--- src/rtl/key_led_mode.sv ---
// -----------------------------------------------------------------------------
// key_led_mode
//
// Purpose:
//   Turns the 3-bit key-press count from the debounce/counter stage into one of
//   eight LED display modes. These are static, blinking, running-light and
//   binary counting patterns. A single shared period counter times every
//   pattern. Any change of the requested mode restarts both the counter and the
//   pattern on the same edge.
//
// Ports:
//   clk    in   1  system clock (50 MHz nominal)
//   rst_n  in   1  asynchronous, active-low reset
//   sum    in   3  requested mode (press count), synchronous to clk
//   led    out  4  LED drive, 1 = lit, registered
//   mode   out  3  currently active mode, registered
//
// Modes (the FSM state is the active mode itself):
//   mode | meaning
//   -----+---------------------------------------------------------
//   0    | all LEDs off, no timing
//   1    | all LEDs on, no timing
//   2    | slow blink 1111 <-> 0000, SLOW_CNT cycles per phase
//   3    | fast blink 1111 <-> 0000, FAST_CNT cycles per phase
//   4    | running light left  0001->0010->0100->1000, STEP_CNT/step
//   5    | running light right 1000->0100->0010->0001, STEP_CNT/step
//   6    | alternate 0101 <-> 1010, STEP_CNT per phase
//   7    | binary count 0000..1111 (wraps), STEP_CNT per step
// -----------------------------------------------------------------------------
module key_led_mode #(
  parameter int unsigned CNT_W    = 25,
  parameter int unsigned SLOW_CNT = 25_000_000,
  parameter int unsigned FAST_CNT = 5_000_000,
  parameter int unsigned STEP_CNT = 10_000_000
) (
  input  logic       clk,
  input  logic       rst_n,
  input  logic [2:0] sum,
  output logic [3:0] led,
  output logic [2:0] mode
);

  localparam logic [2:0] MODE_OFF   = 3'd0;
  localparam logic [2:0] MODE_ON    = 3'd1;
  localparam logic [2:0] MODE_SLOW  = 3'd2;
  localparam logic [2:0] MODE_FAST  = 3'd3;
  localparam logic [2:0] MODE_LEFT  = 3'd4;
  localparam logic [2:0] MODE_RIGHT = 3'd5;
  localparam logic [2:0] MODE_ALT   = 3'd6;
  localparam logic [2:0] MODE_COUNT = 3'd7;

  // Terminal-count values: the counter runs 0..P-1, so each LED value is
  // held for exactly P cycles.
  localparam logic [CNT_W-1:0] SLOW_TC = CNT_W'(SLOW_CNT - 1);
  localparam logic [CNT_W-1:0] FAST_TC = CNT_W'(FAST_CNT - 1);
  localparam logic [CNT_W-1:0] STEP_TC = CNT_W'(STEP_CNT - 1);

  logic [CNT_W-1:0] cnt;
  logic [CNT_W-1:0] tc;
  logic             has_period;
  logic             mode_change;
  logic             tick;

  // LED pattern that a mode starts from.
  function automatic logic [3:0] init_led(input logic [2:0] m);
    logic [3:0] v;
    case (m)
      MODE_ON,
      MODE_SLOW,
      MODE_FAST:  v = 4'b1111;
      MODE_LEFT:  v = 4'b0001;
      MODE_RIGHT: v = 4'b1000;
      MODE_ALT:   v = 4'b0101;
      MODE_COUNT: v = 4'b0000;
      default:    v = 4'b0000;
    endcase
    return v;
  endfunction

  // LED pattern after one period has elapsed in mode m.
  function automatic logic [3:0] next_led(input logic [2:0] m,
                                          input logic [3:0] cur);
    logic [3:0] v;
    case (m)
      MODE_SLOW,
      MODE_FAST,
      MODE_ALT:   v = ~cur;
      MODE_LEFT:  v = {cur[2:0], cur[3]};
      MODE_RIGHT: v = {cur[0], cur[3:1]};
      MODE_COUNT: v = cur + 4'd1;
      default:    v = 4'b0000;
    endcase
    return v;
  endfunction

  // Period selection for the active mode. Modes 0 and 1 are static and do
  // not run the counter.
  always_comb begin
    has_period = 1'b0;
    tc         = '0;
    case (mode)
      MODE_SLOW: begin
        has_period = 1'b1;
        tc         = SLOW_TC;
      end
      MODE_FAST: begin
        has_period = 1'b1;
        tc         = FAST_TC;
      end
      MODE_LEFT,
      MODE_RIGHT,
      MODE_ALT,
      MODE_COUNT: begin
        has_period = 1'b1;
        tc         = STEP_TC;
      end
      default: begin
        has_period = 1'b0;
        tc         = '0;
      end
    endcase
  end

  assign mode_change = (sum != mode);
  // A pending mode change suppresses the tick, so a change landing on the
  // terminal count still starts cleanly from the INIT pattern.
  assign tick        = has_period && (cnt == tc) && !mode_change;

  always_ff @(posedge clk or negedge rst_n) begin
    if (!rst_n) begin
      mode <= MODE_OFF;
      led  <= 4'b0000;
      cnt  <= '0;
    end else if (mode_change) begin
      mode <= sum;
      led  <= init_led(sum);
      cnt  <= '0;
    end else if (tick) begin
      led  <= next_led(mode, led);
      cnt  <= '0;
    end else if (has_period) begin
      cnt  <= cnt + 1'b1;
    end else begin
      // Static modes: keep the counter parked and the pattern pinned.
      led  <= init_led(mode);
      cnt  <= '0;
    end
  end

endmodule

--- config.mk ---
export PLATFORM = sky130hd
export DESIGN_NAME = key_led_mode
export DESIGN_NICKNAME = d
export VERILOG_FILES = /design/src/rtl/key_led_mode.sv
export SDC_FILE = /design/constraint.sdc
export NUM_CORES = 1
export LEC_CHECK = 0
export ABC_AREA = 1
export CELL_PAD_IN_SITES_DETAIL_PLACEMENT = 0
export CELL_PAD_IN_SITES_GLOBAL_PLACEMENT = 2
export CORE_ASPECT_RATIO = 1.2
export CORE_MARGIN = 10
export CORE_UTILIZATION = 34
export CTS_CLUSTER_DIAMETER = 150
export CTS_CLUSTER_SIZE = 30
export DETAILED_ROUTE_END_ITERATION = 7
export PLACE_DENSITY = 0.89
export SLEW_MARGIN = 20
export SYNTH_ARGS = -nofsm -noshare
export SYNTH_HDL_FRONTEND = slang
export SYNTH_SLANG_ARGS = --single-unit
export TNS_END_PERCENT = 50
--- constraint.sdc ---
create_clock -name clk -period 2.1 [get_ports clk]
set_clock_uncertainty 0.15 [all_clocks]
set_input_delay 0.42 -clock clk [delete_from_list [all_inputs] [get_ports clk]]
set_output_delay 0.42 -clock clk [all_outputs]
set_load 0.02 [all_outputs]
# Yosys cells after proc, flatten, opt, wreduce, memory -nomap -nowiden
# Cells that the tools add are included.
[totals]
reg_bits = 32
latch_bits = 0
ramBits = 0
romBits = 0
input_bits = 5
n_memories = 0
[classes]
addsub = 2
multipliers = 0
div_mod_pow = 0
n_lt_le_gt_ge = 0
eq_ne = 16
shifts = 0
muxes = 11
bitwise_logic = 1
n_reduce_logical = 8
[ops]
columns = ["operator", "n"]
rows = [
  ["$mux W25", 3],
  ["$pmux W25 S3", 1],
  ["$pmux W4 S4", 3],
  ["$add A25 B1 Y25 const B", 1],
  ["$eq A25 B25 Y1", 1],
  ["$eq A3 B3 Y1 const B", 7],
  ["$eq A3 B2 Y1 const B", 4],
  ["$mux W4", 3],
  ["$reduce_or A3 Y1", 3],
  ["$eq A3 B1 Y1 const B", 2],
  ["$reduce_or A6 Y1", 1],
  ["$add A4 B1 Y4 const B", 1],
  ["$not A4 Y4", 1],
  ["$reduce_or A4 Y1", 1],
  ["$ne A3 B1 Y1 const B", 1],
  ["$ne A3 B3 Y1", 1],
  ["$logic_and A1 B1 Y1", 2],
  ["$logic_not A1 Y1", 1],
  ["$mux W1", 1],
]

# Depth between registers and ports, before layout
# Gate-level depths: netlist of run 1.
[depth]
ltp_word = 8
ltp_mapped = 14
ltp_nobuf = 13

# Least setup slack after synthesis of run 1
# No wires, ideal clock.
[synth_timing]
path_type = "reg-to-reg"
start = "register mode[0]"
end = "register led[2]"
setup_time_ns = 0.117
arrival_ns = 1.724
required_time_ns = 1.833
setup_slack_ns = 0.109
stages_incl_launch_ff = 13
synth_period_minus_slack_ns = 1.991
path_cell_list = "dfrtp_1 buf_4 xnor2_1 nand3_1 inv_2 nand2_1 nor2_4 nand2_4 nand3_4 buf_8 nand2_2 nor2_1 nor2_1"
[synth_via]
elab_chain_cells = 8
word_cells_on_any_way = 24
cone_classes = "eq/ne: 10; mux: 7; reduce/logical: 7"
[synth_rtl]
columns = ["item", "line", "source"]
rows = [
  ["start: declaration", "40", "output logic [2:0] mode"],
  ["start signal: assignment", "135", "mode <= sum;"],
  ["$eq A3 B3 Y1 (on tied branches)", "67, 84, 101", ""],
  ["$reduce_or A4 Y1", "--", ""],
  ["$pmux W25 S3", "101", "case (mode)"],
  ["$eq A25 B25 Y1", "127", "assign tick = has_period && (cnt == tc) && !mode_change;"],
  ["$logic_and A1 B1 Y1 (2 in series)", "127", ""],
  ["$mux W4", "138", "end else if (tick) begin"],
  ["$mux W4", "134", "end else if (mode_change) begin"],
  ["end signal: assignment", "136", "led <= init_led(sum);"],
  ["end signal: assignment", "139", "led <= next_led(mode, led);"],
  ["end signal: assignment", "145", "led <= init_led(mode);"],
  ["end: declaration", "39", "output logic [3:0] led,"],
]
# Parallel ways exist; a longest one is shown, timed or not. The select of a mux whose other input is x is not followed.
# A chain may end at the register's enable or synchronous reset.

# Final worst setup path of run 1
[layout_timing]
start = "register mode[1]"
end = "output mode[1]"
# No word-level cell between the ends.

==> run_results.csv, run 1 <==
group,metric,value,unit
cells_and_area,drive_gt1_share,18.61,%
power_and_ir_drop,irDropWorstVdd,302.4,uV
cells_and_area,nNetsFinal,366,
drt,drtAntennaViolNets,0,
cells_and_area,fill_cells,686,
place,gp_congestion,0.8285,
global_route,grt-ovfl-total,0,
worst_setup_path,end_kind,"primary output",
worst_setup_path,cp_top_family,"buffers and inverters",
synth,synthesis.nets,328,
cells_and_area,multi_input_area,1267,um2
worst_setup_path,max_stage_delay,0.61,ns
worst_setup_path,cp-startpoint,"mode[1]$_DFFE_PN0N_",
worst_setup_path,critPathRequiredTime,1.53,ns
floorplanning,rows,32,
drt,via_count,2118,
place,hpwl,4360,um
worst_setup_path,critPathKind,"flop to primary output",
worst_setup_path,start_kind,"flop",
floorplanning,ioPinCount,12,
synth,synth-edff-count,0,
clock_tree,clock_path_buffers,2,
floorplanning,dieArea,10300,um2
sta,final-setup-viol-count,0,
synth,yosys.area.top_type,"dfrtp_1",
synth,synthArstFlopShare,100.0,%
cells_and_area,seqCellArea,802.0,um2
synth,synth_most_common_cell,"nand2_1",
worst_setup_path,regToRegStartpoint,"cnt[1]$_DFF_PN0_",
place,io_buffer_count,11,
synth,synthCells,321,
sta,tightest_slew,0.4263,ns
clock_tree,cts.reportedPaths.clkPinSlew,0.07,ns
job,cap_viol_max_count,0,
sta,maxSlewViolCount,0,
clock_tree,cts_tree,"built",
worst_setup_path,ff2ff_path_depth,9,
run_status,status,"finished clean",
worst_setup_path,r2r_end,"cnt[22]$_DFF_PN0_",
clock_tree,cts-buffers-inserted,5,
global_route,grt_util_all_layers,12.01,%
cells_and_area,post-route-util,43.73,%
global_route,antenna_found_initial,0,
sta,period_share,95.03,%
drt,totalWireLength,5660,um
drt,drc_errors,0,
drt,first_pass_iters,4,
sta,finalHoldViolations,0,
drt,drt-initial-drc-count,88,
power_and_ir_drop,p_per_area,547.8,nW/um2
cells_and_area,stdcell_count,445,
global_route,grt_max_degree,33,
synth,postSynthAreaPerCell,7.020,um2
synth,yosys_warnings,0,
sta,fin_hold_ws,0.3811,ns
floorplanning,die_h,109.2,um
synth,synth_cell_types,36,
worst_setup_path,ff2ff_setup_slack,0.17,ns
synth,synth_area_leaders,"dfrtp_1 36%, nand2_1 13%, nor2_1 9.7%, inv_1 6.3%, nand3_1 5.8%",
floorplanning,die_w,94.32,um
worst_setup_path,slowest_stage,"clkdlybuf4s50_1",
drt,wl_per_cell,12.72,um
floorplanning,core,6446,um2
sta,timing.fmax,501.1,MHz
worst_setup_path,cp.buffers_inverters,2,
worst_setup_path,path_max_fanout,5,
global_route,grt_pass1_vias,2159,
sta,period_minus_slack,1.996,ns
hold_path,hold_path.class,"primary input to asynchronous set/reset pin",
power_and_ir_drop,power.leakage,0.001285,uW
worst_setup_path,path_cells,"buf_4 > clkdlybuf4s50_1",
worst_setup_path,crit_cells,2,
cells_and_area,areaGrowthSynthToFinish,25.10,%
floorplanning,initial_core_util,34.96,%
place,dp_cells,436,
clock_tree,cts.root.buffer_cell,"clkbuf_8",
synth,yosys-top-cells-count,"76 x nand2_1, 58 x nor2_1, 38 x inv_1, 32 x dfrtp_1, 26 x nand3_1",
drt,via_per_inst,4.760,
sta,rsz0062_at_grt,"no",
synth,synth-seq-area-share,35.54,%
clock_tree,cts_num_sinks,32,
cells_and_area,fin_area,2819,um2
global_route,grt_pass1_wl,10010,um
clock_tree,insertion_delay,0.29,ns
cells_and_area,n_antenna_cell,0,
worst_setup_path,crit_path_end,"mode[1]",
sta,slew_headroom,71.58,%
place,dpl_cell_area,2645,um2
clock_tree,cts_max_level,2,
synth,synth_area,2253,um2
synth,synth_top_area_share,35.54,%
synth,ys_seq_elements,32,
worst_setup_path,crit_arrival,1.43,ns
power_and_ir_drop,totalPowerFinal,1544,uW
synth,synthFlopType,"dfrtp_1",
[worst min path at each step]
stage	endpoint	slack (ns)	cells after the start
after global routing	cnt[2]$_DFF_PN0_	0.44	2
after CTS	cnt[2]$_DFF_PN0_	0.40	2
after detailed placement	cnt[0]$_DFF_PN0_	0.42	2
after floorplan	cnt[0]$_DFF_PN0_	-0.03	0
final	cnt[2]$_DFF_PN0_	0.38	2
after global placement	cnt[0]$_DFF_PN0_	0.40	2
[cells by family (layout without fill, tap and decap cells)]
group                    after synthesis  count (layout)  share of synthesized area, %
adder cells (fa/ha/maj)                2               2                         1.110
buffers and inverters                 52              91                         10.33
AO/OA/AOI/OAI                         20              20                         5.608
flip-flops                            32              32                         35.54
AND/OR/NAND/NOR                      192             192                         38.48
XOR/XNOR                              23              23                         8.940
[power by group]
part | total (uW) | switching, uW | internal (uW)
clock network | 602 | 251 | 351
registers | 657 | 24.2 | 633
logic | 285 | 161 | 124
[sequential cells by signal, indices dropped and copies added (netlist names)]
signal,cells
cnt,25
mode,3
led,4
[per-layer routing]
metal	vias up	track usage (%)	share of wire [%]	wire (um)
li1	1082	-	-	-
met1	1004	14.17	45	2520
met2	25	20.58	51	2876
met3	7	2.201	3.0	168
met4	0	5.435	1.6	93
met5	-	0	0	0
[stage by stage]
step	setup TNS, ns	worst slack [ns]
4_1_cts	0	0.02213
6_report	0	0.1044
2_1_floorplan	0	0.1087
5_1_grt	0	0.001742
3_3_place_gp	-0.5467	-0.06672
3_5_place_dp	-1.505	-0.09100
[area by class of cell]
cell class                 count  share of cell area, %
tap                           85                  3.773
clock inverter                 3                  1.509
timing repair buffer          43                  13.54
clock buffer                   5                  2.441
multi-input combinational    237                  44.96
sequential                    32                  28.45
inverter                      40                  5.326
[cell usage in the layout, fill, tap and decap left out, types with 5 or more instances in the layout]
| cell | Yosys | final |
|---|---|---|
| dfrtp_1 | 32 | 31 |
| buf_4 | 2 | 28 |
| nor2_1 | 58 | 55 |
| xor2_1 | 14 | 14 |
| o21ai_0 | 7 | 7 |
| xnor2_1 | 9 | 9 |
| clkbuf_8 | 0 | 5 |
| nand4_1 | 9 | 9 |
| nand2_1 | 76 | 76 |
| nor3_1 | 7 | 5 |
| clkdlybuf4s50_1 | 0 | 10 |
| inv_1 | 38 | 37 |
| nand3_1 | 26 | 25 |
[worst reg2reg max path, stage by stage (launching register included)]
cell,delay [ns]
dfrtp_1,0.40
ha_1,0.20
inv_1,0.09
nor3_4,0.25
nand4_4,0.17
nor2_4,0.15
nand2_1,0.08
nor2_1,0.12
xor2_1,0.16
nor2_1,0.05
[what timing repair did]
action / in CTS / in global routing
hold buffers: 0 / 0
setup buffers: 0 / 1
setup endpoints to repair: 1 / 29
resized for setup: 1 / 14
cloned: 0 / 0
pin swaps: 0 / 3
Power figures use the tool's default switching activity.
==> run 2: changes to the inputs <==
--- a/config.mk
+++ b/config.mk
@@ -12,3 +12,4 @@
 export CORE_MARGIN = 10
-export CORE_UTILIZATION = 34
+export CORE_UTILIZATION = 36
+export CTS_BUF_LIST = sky130_fd_sc_hd__clkbuf_8
 export CTS_CLUSTER_DIAMETER = 150
@@ -16,3 +17,3 @@
 export DETAILED_ROUTE_END_ITERATION = 7
-export PLACE_DENSITY = 0.89
+export PLACE_DENSITY = 0.93
 export SLEW_MARGIN = 20
--- a/constraint.sdc
+++ b/constraint.sdc
@@ -4,2 +4,2 @@
 set_output_delay 0.42 -clock clk [all_outputs]
-set_load 0.02 [all_outputs]
+set_load 0.1 [all_outputs]
==> run 2 against run 1 <==
Against the previous run:
- critical path depth grew 10
- global-route usage decreased by 0.12 points
- worst hold slack lost 0.0017 ns
- die area shrank 4.5%
- flip-flop and latch count is the same
- cell count up 0.45%
- via count rose by 1.8%
- clock power rose by 2%
- combinational power increased by 51%
- sequential power up 2%
- critical path type is now flop to flop
==> run_results.csv, run 2 (same netlist as run 1, synthesis figures left out) <==
group,metric,value,unit
run_status,status,"finished clean",
cells_and_area,fin_area,2983,um2
cells_and_area,n_antenna_cell,0,
power_and_ir_drop,switching_share,32.62,%
global_route,grt_pass1_vias,2098,
clock_tree,cts_tree,"built",
power_and_ir_drop,p_seq_share,39.2,%
worst_setup_path,regToRegStartpoint,"mode[1]$_DFFE_PN0N_",
clock_tree,cts_num_sinks,32,
sta,tightest_slew,0.4142,ns
sta,period_minus_slack,2.016,ns
clock_tree,clock_path_buffers,2,
sta,final-setup-viol-count,0,
floorplanning,initial_core_util,37.24,%
power_and_ir_drop,power.share.clock,35.8,%
power_and_ir_drop,p_int,1157,uW
place,dp_cells,430,
worst_setup_path,path_max_fanout,7,
place,gp_congestion,0.8520,
worst_setup_path,critPathKind,"flop to flop",
worst_setup_path,critPathRequiredTime,2.13,ns
worst_setup_path,cp-startpoint,"mode[1]$_DFFE_PN0N_",
clock_tree,cts_hold_buf,0,
drt,first_pass_iters,4,
sta,finalHoldViolations,0,
worst_setup_path,crit_cells,12,
hold_path,hold_path.class,"primary input to asynchronous set/reset pin",
worst_setup_path,max_stage_delay,0.52,ns
global_route,grt_util_all_layers,11.89,%
drt,drc_errors,0,
job,cap_viol_max_count,0,
drt,via_count,2157,
place,io_buffer_count,11,
floorplanning,die_w,92.23,um
drt,wl_per_cell,12.92,um
global_route,grt-ovfl-total,0,
cells_and_area,top_register,"cnt",
cells_and_area,nNetsFinal,371,
global_route,antenna_found_initial,0,
place,dpl_cell_area,2715,um2
power_and_ir_drop,totalPowerFinal,1718,uW
worst_setup_path,ff2ff_path_depth,12,
drt,drt-initial-drc-count,85,
floorplanning,die_h,106.7,um
worst_setup_path,crit_arrival,2.05,ns
worst_setup_path,start_kind,"flop",
worst_setup_path,path_cells,"buf_4 > nand2_4 > nand2_2 > nor2_1 > nor2_1 > nand2_1 > nor2_4 > nand2_4 > nand3_4 > buf_4 > nor2_1 > a21oi_2",
global_route,grt_max_degree,33,
cells_and_area,areaGrowthSynthToFinish,32.37,%
cells_and_area,layout_common_cells,"74 x nand2_1, 51 x nor2_1, 37 x inv_1",
floorplanning,core,6051,um2
power_and_ir_drop,power.leakage,0.001347,uW
worst_setup_path,slowest_stage,"dfrtp_4",
drt,via_per_inst,4.826,
power_and_ir_drop,power_frac_comb,25.1,%
drt,totalWireLength,5775,um
place,hpwl,4285,um
cells_and_area,drive_gt1_share,25.21,%
worst_setup_path,critical_path.most_common_cell,"nor2_1",
sta,period_share,95.98,%
clock_tree,insertion_delay,0.29,ns
power_and_ir_drop,netSwitchingPower,560.3,uW
cells_and_area,stdcell_count,447,
cells_and_area,largest_reg_flops,25,
sta,slew_headroom,72.39,%
drt,drtAntennaViolNets,0,
worst_setup_path,end_kind,"flop",
power_and_ir_drop,irDropWorstVdd,473.3,uV
clock_tree,cts.reportedPaths.clkPinSlew,0.07,ns
clock_tree,cts_max_level,2,
floorplanning,ioPinCount,12,
global_route,grt_pass1_wl,9749,um
sta,maxSlewViolCount,0,
floorplanning,rows,31,
floorplanning,dieArea,9838,um2
cells_and_area,final_common_cell,"nand2_1",
worst_setup_path,cp_top_family,"simple AND/OR/NAND/NOR gates",
clock_tree,cts-buffers-inserted,5,
worst_setup_path,cp.buffers_inverters,2,
cells_and_area,reg_top3,"cnt (25), led (4), mode (3)",
sta,timing.fmax,496.1,MHz
clock_tree,cts.root.buffer_cell,"clkbuf_8",
power_and_ir_drop,p_per_area,575.8,nW/um2
run 2: what timing repair did:
action                     CTS  global route
setup endpoints to repair    0            29
gates resized for setup      0            25
setup buffers                0             9
run 2: final timing paths:
path	endpoint	slack [ns]
worst max-delay path	led[1]$_DFFE_PN0P_	0.08
worst min-delay path	mode[1]$_DFFE_PN0N_	0.38
worst max register to register	led[1]$_DFFE_PN0P_	0.08
worst min register to register	cnt[0]$_DFF_PN0_	0.41
max in group asynchronous	mode[2]$_DFFE_PN0N_	1.10
min in group clk	cnt[0]$_DFF_PN0_	0.41
run 2: cell type report:
type                       count  area [um2]
fill                         628        3068
multi-input combinational    237        1297
sequential                    32       812.0
timing repair buffer          48       498.0
inverter                      40       157.7
tap                           82       102.6
clock buffer                   5       68.82
clock inverter                 3       46.29
run 2: per-stage QoR:
stage | utilization (%) | hold WS [ns] | worst slack, ns | setup TNS [ns]
after floorplan | - | -0.02559 | 0.001535 | 0
after global placement | 44.87 | 0.3958 | -0.03824 | -0.1874
after detailed placement | 44.87 | 0.4022 | -0.07141 | -1.078
after CTS | 46.77 | 0.4014 | 0.01070 | 0
after global routing | 49.30 | 0.4098 | -0.004061 | -0.004061
final | 49.30 | 0.3794 | 0.08440 | 0
run 2: power by group through the flow:
| stage | combinational (uW) | clock (uW) | sequential [uW] |
|---|---|---|---|
| after floorplan | 157 | 0 | 780 |
| after global placement | 400 | 0 | 688 |
| after detailed placement | 402 | 0 | 687 |
| after CTS | 403 | 629 | 675 |
| after global routing | 462 | 663 | 678 |
| final | 430 | 614 | 673 |
run 2: per-layer routing:
layer  routed length, um  GRT usage [%]
met4                  74          3.642
met3                 231          3.001
met1                2495          14.01
met5                   0              0
met2                2975          20.66
